`src/rtl/insn_decode_stage_pkg.sv`:
```
// Shared constants for the instruction decode stage: class indices, default widths
// and operand field positions used by both the control logic and its consumers.
package insn_decode_stage_pkg;

    localparam int unsigned CLASS_IMMEDIATE   = 0;
    localparam int unsigned CLASS_CALCULATION = 1;
    localparam int unsigned CLASS_COPY        = 2;
    localparam int unsigned CLASS_CONDITION   = 3;

    localparam int unsigned DEFAULT_OPCODE_W   = 8;
    localparam int unsigned DEFAULT_CLASS_BITS = 2;
    localparam int unsigned DEFAULT_FIELD_W    = 3;
    localparam int unsigned DEFAULT_CNT_W      = 16;

    localparam int unsigned DST_LSB = 0;

    // The source field sits directly above the destination field.
    function automatic int unsigned src_lsb(input int unsigned field_w);
        return DST_LSB + field_w;
    endfunction

endpackage

```
`src/rtl/insn_decode_stage_sat_counter.sv`:
```
// Saturating up-counter with synchronous reset and clear; clear beats increment.
module sat_counter #(
    parameter int unsigned CNT_W = 16
) (
    input  logic             clk,
    input  logic             rst,
    input  logic             clr,
    input  logic             inc,
    output logic [CNT_W-1:0] value
);

    logic [CNT_W-1:0] count_q;

    always_ff @(posedge clk) begin
        if (rst || clr) begin
            count_q <= '0;
        end else if (inc && (count_q != {CNT_W{1'b1}})) begin
            count_q <= count_q + CNT_W'(1);
        end
    end

    assign value = count_q;

endmodule

```
`src/rtl/insn_decode_stage.sv`:
```
// One-deep decode pipeline stage: registers a one-hot class and operand fields from the
// fetched opcode behind a valid/ready handshake, and counts retired instructions per class.
module insn_decode_stage
    import insn_decode_stage_pkg::*;
#(
    parameter int unsigned OPCODE_W   = DEFAULT_OPCODE_W,
    parameter int unsigned CLASS_BITS = DEFAULT_CLASS_BITS,
    parameter int unsigned FIELD_W    = DEFAULT_FIELD_W,
    parameter int unsigned CNT_W      = DEFAULT_CNT_W
) (
    input  logic                         clk,
    input  logic                         rst,
    input  logic                         in_valid,
    output logic                         in_ready,
    input  logic [OPCODE_W-1:0]          in_opcode,
    input  logic                         flush,
    output logic                         out_valid,
    input  logic                         out_ready,
    output logic [(2**CLASS_BITS)-1:0]   out_class,
    output logic [OPCODE_W-1:0]          out_opcode,
    output logic [OPCODE_W-CLASS_BITS-1:0] out_imm,
    output logic [FIELD_W-1:0]           out_src,
    output logic [FIELD_W-1:0]           out_dst,
    input  logic [CLASS_BITS-1:0]        cnt_sel,
    output logic [CNT_W-1:0]             cnt_value,
    input  logic                         cnt_clr
);

    localparam int unsigned NUM_CLASSES = 2 ** CLASS_BITS;
    localparam int unsigned IMM_W       = OPCODE_W - CLASS_BITS;
    localparam int unsigned SRC_LSB     = src_lsb(FIELD_W);

    if (CLASS_BITS + 2 * FIELD_W > OPCODE_W) begin : g_width_check
        $error("insn_decode_stage: class and register fields do not fit in the opcode");
    end

    logic                    valid_q;
    logic [NUM_CLASSES-1:0]  class_q;
    logic [OPCODE_W-1:0]     opcode_q;
    logic [IMM_W-1:0]        imm_q;
    logic [FIELD_W-1:0]      src_q;
    logic [FIELD_W-1:0]      dst_q;

    logic                    accept;
    logic                    transfer;
    logic [CLASS_BITS-1:0]   in_class_idx;
    logic [NUM_CLASSES-1:0]  cnt_inc;
    logic [CNT_W-1:0]        cnt_values [NUM_CLASSES];

    assign in_ready     = !flush && (!valid_q || out_ready);
    assign accept       = in_valid && in_ready;
    // Flush suppresses the transfer so a dropped instruction is never counted.
    assign transfer     = valid_q && out_ready && !flush;
    assign in_class_idx = in_opcode[OPCODE_W-1 -: CLASS_BITS];

    always_ff @(posedge clk) begin
        if (rst) begin
            valid_q  <= 1'b0;
            class_q  <= '0;
            opcode_q <= '0;
            imm_q    <= '0;
            src_q    <= '0;
            dst_q    <= '0;
        end else if (accept) begin
            valid_q  <= 1'b1;
            class_q  <= NUM_CLASSES'(1) << in_class_idx;
            opcode_q <= in_opcode;
            imm_q    <= in_opcode[IMM_W-1:0];
            src_q    <= in_opcode[SRC_LSB +: FIELD_W];
            dst_q    <= in_opcode[DST_LSB +: FIELD_W];
        end else if (transfer || flush) begin
            valid_q  <= 1'b0;
        end
    end

    assign cnt_inc = class_q & {NUM_CLASSES{transfer}};

    for (genvar k = 0; k < NUM_CLASSES; k++) begin : g_cnt
        sat_counter #(
            .CNT_W (CNT_W)
        ) u_cnt (
            .clk   (clk),
            .rst   (rst),
            .clr   (cnt_clr),
            .inc   (cnt_inc[k]),
            .value (cnt_values[k])
        );
    end

    assign cnt_value  = cnt_values[cnt_sel];

    assign out_valid  = valid_q;
    assign out_class  = class_q;
    assign out_opcode = opcode_q;
    assign out_imm    = imm_q;
    assign out_src    = src_q;
    assign out_dst    = dst_q;

endmodule

```
`config.mk`:
```
export PLATFORM = sky130hd
export DESIGN_NAME = insn_decode_stage
export DESIGN_NICKNAME = d
export VERILOG_FILES = /design/src/rtl/insn_decode_stage_pkg.sv /design/src/rtl/insn_decode_stage_sat_counter.sv /design/src/rtl/insn_decode_stage.sv
export SDC_FILE = /design/constraint.sdc
export NUM_CORES = 1
export LEC_CHECK = 0
export BUFFER_PORTS_ARGS = -buffer_cell sky130_fd_sc_hd__buf_4
export CAP_MARGIN = 30
export CORE_MARGIN = 2
export CORE_UTILIZATION = 50
export DETAILED_ROUTE_END_ITERATION = 16
export HOLD_SLACK_MARGIN = 0.06
export PLACE_DENSITY_LB_ADDON = 0.2
export SYNTH_ARGS = -nofsm -noshare
export SYNTH_HDL_FRONTEND = slang
export SYNTH_HIERARCHICAL = 1
export SYNTH_SLANG_ARGS = --single-unit
```
`constraint.sdc`:
```
create_clock -name clk -period 1.84 [get_ports clk]
set_input_delay 0.092 -clock clk [delete_from_list [all_inputs] [get_ports clk]]
set_output_delay 0.092 -clock clk [all_outputs]
set_load 0.01 [all_outputs]
```
==> results.cfg, run 1 <==
[routing]
drc_errors = 0
vias = 4290
vias_per_cell = 6.24
wire_per_inst_um = 17.8
ant_nets = 0
drt_wl_total_mm = 12.3
first_pass_iters = 5
initialDrtViolationCount = 260

[global_routing]
grt_pass1_wl_mm = 19.7
gr-total-overflow = 0
grt_start_max_net_pins = 22
grtUsageMet1_pct = 35.5
globalRouteMet2Util_pct = 40.3
gr-usage-all-layers_pct = 25.3
antenna_found_initial = 0
use_met3_pct = 3.44
first_global_vias = 3940
grt-busiest-layer = met2

[worst_hold_path]
hold_class = in -> reg

[power]
p_per_area_mw_per_mm2 = 578
leakage_uw = 0.00216
vdd_drop_max_mv = 0.347
finalPower_uw = 3190

[finish]
drive_gt1_share_pct = 31.0
fill_cells = 748
layout.nets = 595
final_area_sq_mm = 0.00551
utilization_pct = 63.5
syn2layout_area_growth_pct = 24.3
antennaDiodeCount = 0

[die]
core-area_sq_mm = 0.00868
dieArea_sq_mm = 0.00963
start_util_pct = 51.1
die_height_um = 98.1
die_x_um = 98.1
rows = 34
io_pins = 58

[synthesis]
synth_commonest_cells = dfxtp_1 (77), a21oi_1 (47), nor2_1 (31)
ys_seq_elements = 77
synth-edff-count = 0
syn-mean-instance-area_sq_um = 9.25
synth_top_area_share_pct = 34.8
synth_top_area_cell = dfxtp_1
yosysSeqAreaShare_pct = 34.8
yosysMostFrequentCell = dfxtp_1
synth_ff_type = dfxtp_1
yosysWarnings = 6
syn_inst = 479
synth.distinct_cells = 40
synth_fp_nets = 499
syn_area_sq_mm = 0.00443
synth.area.top_cells = dfxtp_1 (35%), mux4_2 (8.1%), a21oi_1 (5.3%)
ys_async_sr_fraction_pct = 0

[critical_path]
cpMaxStageDelayCell = or3_4
critPathArrivalTime_ns = 2.03
worst-path-max-fanout = 5
cpPeakStageDelay_ns = 0.38
cp.required_ns = 2.12
worst_setup_path_start_kind = flip-flop
crit_type = reg -> reg
cp-end-kind = flip-flop
crit_path_cell_trace = nand2_1 -> nor2_1 -> buf_4 -> and2_4 -> nand4_1 -> a41o_1 -> or3_4 -> a21oi_2

[sta]
fin_crit_sh_pct = 95.1
slew_viol_final = 0
skew_ns = 0.00358
max_freq_ghz = 0.572
relSlewSlack_pct = 71.2
hold_slack_ns = 0.142
setup_viol = 0
tightest_slew_ns = 0.432
setup_tns_ns = 0
finalCriticalPeriod_ns = 1.75
hold_viol = 0
rsz0062_at_grt = yes

[placement]
portBuffers = 57
post_dp_cell_area_sq_mm = 0.00511
place.gp.congestion = 0.958
dp_hpwl_mm = 8.86

[clocking]
clk_pin_slew_ns = 0.08
clockBufferDepth = 2
cts_tree = done
clk_latency_ns = 0.35
ctsHtreeMaxLevel = 3
numCtsBuffers = 9
cts.sinks = 77
root_buffer = clkbuf_8

[job]
drv_cap = 0

[run_status]
outcome = completed
==> state kept, by name, indices dropped and copies added, names as in the netlist <==
name               count
out_opcode             8
out_valid              1
out_class              4
g_cnt.u_cnt/value     64
==> worst max-delay path, delay by kind of cell (launching register included) <==
family                 cells  cell delay, ns
and+or+nand+nor            5            0.80
AOI/OAI and AO/OA          2            0.42
DFF                        1            0.33
buffers and inverters      1            0.13
==> repair_timing <==
| item | CTS | global route |
|---|---|---|
| setup endpoints to repair | 0 | 17 |
| hold endpoints to repair | 12 | 0 |
| resized for setup | 0 | 12 |
| buffers inserted | 0 | 9 |
| hold buffers | 11 | 0 |
==> cell families after synthesis <==
| group | after synthesis | synth area share (%) |
|---|---|---|
| buffers and inverters | 37 | 4.77 |
| AO/OA/AOI/OAI | 132 | 19.5 |
| adder cells (fa/ha/maj) | 4 | 1.13 |
| multiplexers | 16 | 8.13 |
| XOR/XNOR | 12 | 2.37 |
| AND/OR/NAND/NOR | 201 | 29.3 |
| flip-flops | 77 | 34.8 |
==> cell usage in the layout (no fill, tap or decap), drive strengths merged, types with 16 or more instances in the layout <==
| cell | count |
|---|---|
| o21ai | 32 |
| or3 | 20 |
| buf | 107 |
| nand4 | 29 |
| a21oi | 48 |
| and4 | 16 |
| dfxtp | 77 |
| nand2 | 25 |
| a41o | 16 |
| mux4 | 16 |
| or4 | 17 |
| nor2 | 31 |
| nand3 | 28 |
==> final cells by class <==
class                           instances  area [sq um]  share of cell area [%]
Multi-Input combinational cell        365          2710                    49.2
Sequential cell                        77          1550                    28.0
Timing Repair Buffer                  118           913                    16.6
Clock buffer                           11           141                    2.57
Tap cell                              108           135                    2.45
Clock inverter                          5          50.0                   0.908
Inverter                                4          15.0                   0.273
==> power by group <==
part           internal (uW)  leakage (uW)  switching [uW]
Clock                    655      0.000103             623
Sequential              1680      0.000623            10.2
Combinational            104       0.00144             117
Total                   2440       0.00216             750
==> per-layer routing <==
layer  vias up  wire length, um
met2       140             5750
met5         -                0
met3        18              707
met4         0              275
met1      2060             5530
li1       2072                -
==> worst paths after layout <==
check / from / to / slack, ns / cells after the start
setup reg to reg: out_valid$_SDFFE_PP0P_ / g_cnt[3].u_cnt/value[14]$_SDFFE_PP0P_ / 0.09 / 8
hold reg to reg: g_cnt[2].u_cnt/value[1]$_SDFFE_PP0P_ / g_cnt[2].u_cnt/value[1]$_SDFFE_PP0P_ / 0.50 / 2
setup / recovery: out_valid$_SDFFE_PP0P_ / g_cnt[3].u_cnt/value[14]$_SDFFE_PP0P_ / 0.09 / 8
hold / removal: in_valid / out_class[0]$_SDFFE_PP0P_ / 0.14 / 4
==> metrics by stage <==
stage | setup slack [ns] | instances
after floorplan | 0.0630 | 479
after global placement | 0.143 | 652
after detailed placement | 0.0734 | 652
after CTS | 0.0499 | 679
after global routing | -0.0360 | 688
final | 0.0906 | 688
(Power assumes the default switching activity.)
==> run 2, diff against run 1 <==
--- a/config.mk
+++ b/config.mk
@@ -8,10 +8,11 @@
 export BUFFER_PORTS_ARGS = -buffer_cell sky130_fd_sc_hd__buf_4
 export CAP_MARGIN = 30
 export CORE_MARGIN = 2
-export CORE_UTILIZATION = 50
+export CORE_UTILIZATION = 58
 export DETAILED_ROUTE_END_ITERATION = 16
 export HOLD_SLACK_MARGIN = 0.06
 export PLACE_DENSITY_LB_ADDON = 0.2
+export SLEW_MARGIN = 20
 export SYNTH_ARGS = -nofsm -noshare
 export SYNTH_HDL_FRONTEND = slang
 export SYNTH_HIERARCHICAL = 1
==> results.cfg, run 2 (synthesis results as in run 1) <==
[critical_path]
crit_path_cell_trace = nand2_2 -> nor2_4 -> and2_4 -> nand4_1 -> a41o_1 -> or3_1 -> a21oi_1
crit_type = reg -> reg
critPathArrivalTime_ns = 2.04
worst-r2r-cell-count = 7
rrSetupSlack_ns = 0.07
reg2reg_from = out_valid$_SDFFE_PP0P_
cpPeakStageDelay_ns = 0.36
worst-path-max-fanout = 5
cp-end-kind = flip-flop
worst-path-stages = 7
cp_top_family = simple AND/OR/NAND/NOR gates
critPathLaunch = out_valid$_SDFFE_PP0P_
cpMaxStageDelayCell = or3_1
worst_setup_path_start_kind = flip-flop
cp.required_ns = 2.11
crit_buf_inv = 0

[sta]
slew_viol_final = 0
max_freq_ghz = 0.565
skew_ns = 0.00700
relSlewSlack_pct = 70.8
tightest_slew_ns = 0.438
rsz0062_at_grt = yes
fin_crit_sh_pct = 96.1
setup_viol = 0
finalCriticalPeriod_ns = 1.77
fin_ws_ns = 0.0713
setup_tns_ns = 0
hold_viol = 0

[clocking]
root_buffer = clkbuf_8
cts.sinks = 77
clk_pin_slew_ns = 0.07
ctsHtreeMaxLevel = 3
numCtsBuffers = 9
clockBufferDepth = 2
cts_tree = done
clk_latency_ns = 0.34

[global_routing]
antenna_found_initial = 0
grt_start_max_net_pins = 22
gr-total-overflow = 0
grt_pass1_wl_mm = 19.0
gr-usage-all-layers_pct = 28.3
first_global_vias = 3869

[routing]
vias = 4341
vias_per_cell = 6.53
initialDrtViolationCount = 407
ant_nets = 0
drc_errors = 0
first_pass_iters = 5
drt_wl_total_mm = 11.9
wire_per_inst_um = 17.9

[power]
p_per_area_mw_per_mm2 = 563
leakage_uw = 0.00208
finalPower_uw = 3020
vdd_drop_max_mv = 0.406

[die]
die_height_um = 91.4
die_x_um = 91.4
dieArea_sq_mm = 0.00836
core-area_sq_mm = 0.00733
start_util_pct = 60.5
rows = 31
io_pins = 58

[finish]
multi_input_area_sq_mm = 0.00271
layout.nets = 582
seq_area_sq_mm = 0.00154
fill_cells = 537
drive_gt1_share_pct = 28.8
final_cell_mix = buf_4 (95), dfxtp_1 (75), a21oi_1 (46), nor2_1 (30), nand3_1 (28)
syn2layout_area_growth_pct = 21.0
antennaDiodeCount = 0
layout.cells.non_filler = 665
largest_reg_flops = 64
final_area_sq_mm = 0.00536
final_common_cell = buf_4

[worst_hold_path]
holdCritStartpoint = rst
hold_class = in -> reg
hold_depth = 2

[job]
drv_cap = 0

[placement]
portBuffers = 57
dp_hpwl_mm = 8.54
place.gp.congestion = 0.959
dp_cells = 637
post_dp_cell_area_sq_mm = 0.00505
pre_cts_slack_ns = -0.0427

[run_status]
outcome = completed
-- run 2: repair_timing --
item	4_1_cts	5_1_grt
gates resized for setup	1	9
pin swaps	0	2
setup endpoints to repair	10	18
setup buffers	0	3
hold buffers	10	0
endpoints found under the hold margin	12	0
-- run 2: power by group --
group	internal (uW)	switching, uW
clock	518	592
combinational	101	119
sequential	1680	10.2
-- run 2: path summary, 6_finish.rpt --
| check | to |
|---|---|
| min | out_class[0]$_SDFFE_PP0P_ |
| max | g_cnt[0].u_cnt/value[14]$_SDFFE_PP0P_ |
| min reg2reg | out_opcode[7]$_SDFFE_PP0P_ |
| max reg2reg | g_cnt[0].u_cnt/value[14]$_SDFFE_PP0P_ |
-- run 2: routing by layer --
layer / share of wire, % / GRT usage, % / vias up
met5: 0 / 0 / -
met4: 2.0 / 8.84 / 0
met3: 6.5 / 3.73 / 29
met2: 49 / 47.8 / 196
met1: 42 / 37.4 / 2071
li1: - / - / 2045
-- run 2: per-stage QoR --
step | utilization [%] | hold slack [ns]
floorplan | - | 0.161
global placement | 68.9 | 0.301
detailed placement | 68.9 | 0.304
CTS | 72.5 | 0.0715
global route | 73.2 | 0.0874
finish | 73.2 | 0.0866
-- run 2: cell type report --
cell class / count / share of cell area (%)
Multi-Input combinational cell: 365 / 50.5
Sequential cell: 77 / 28.8
Timing Repair Buffer: 105 / 15.2
Clock buffer: 13 / 2.78
Tap cell: 99 / 2.31
Inverter: 4 / 0.280
Clock inverter: 2 / 0.187
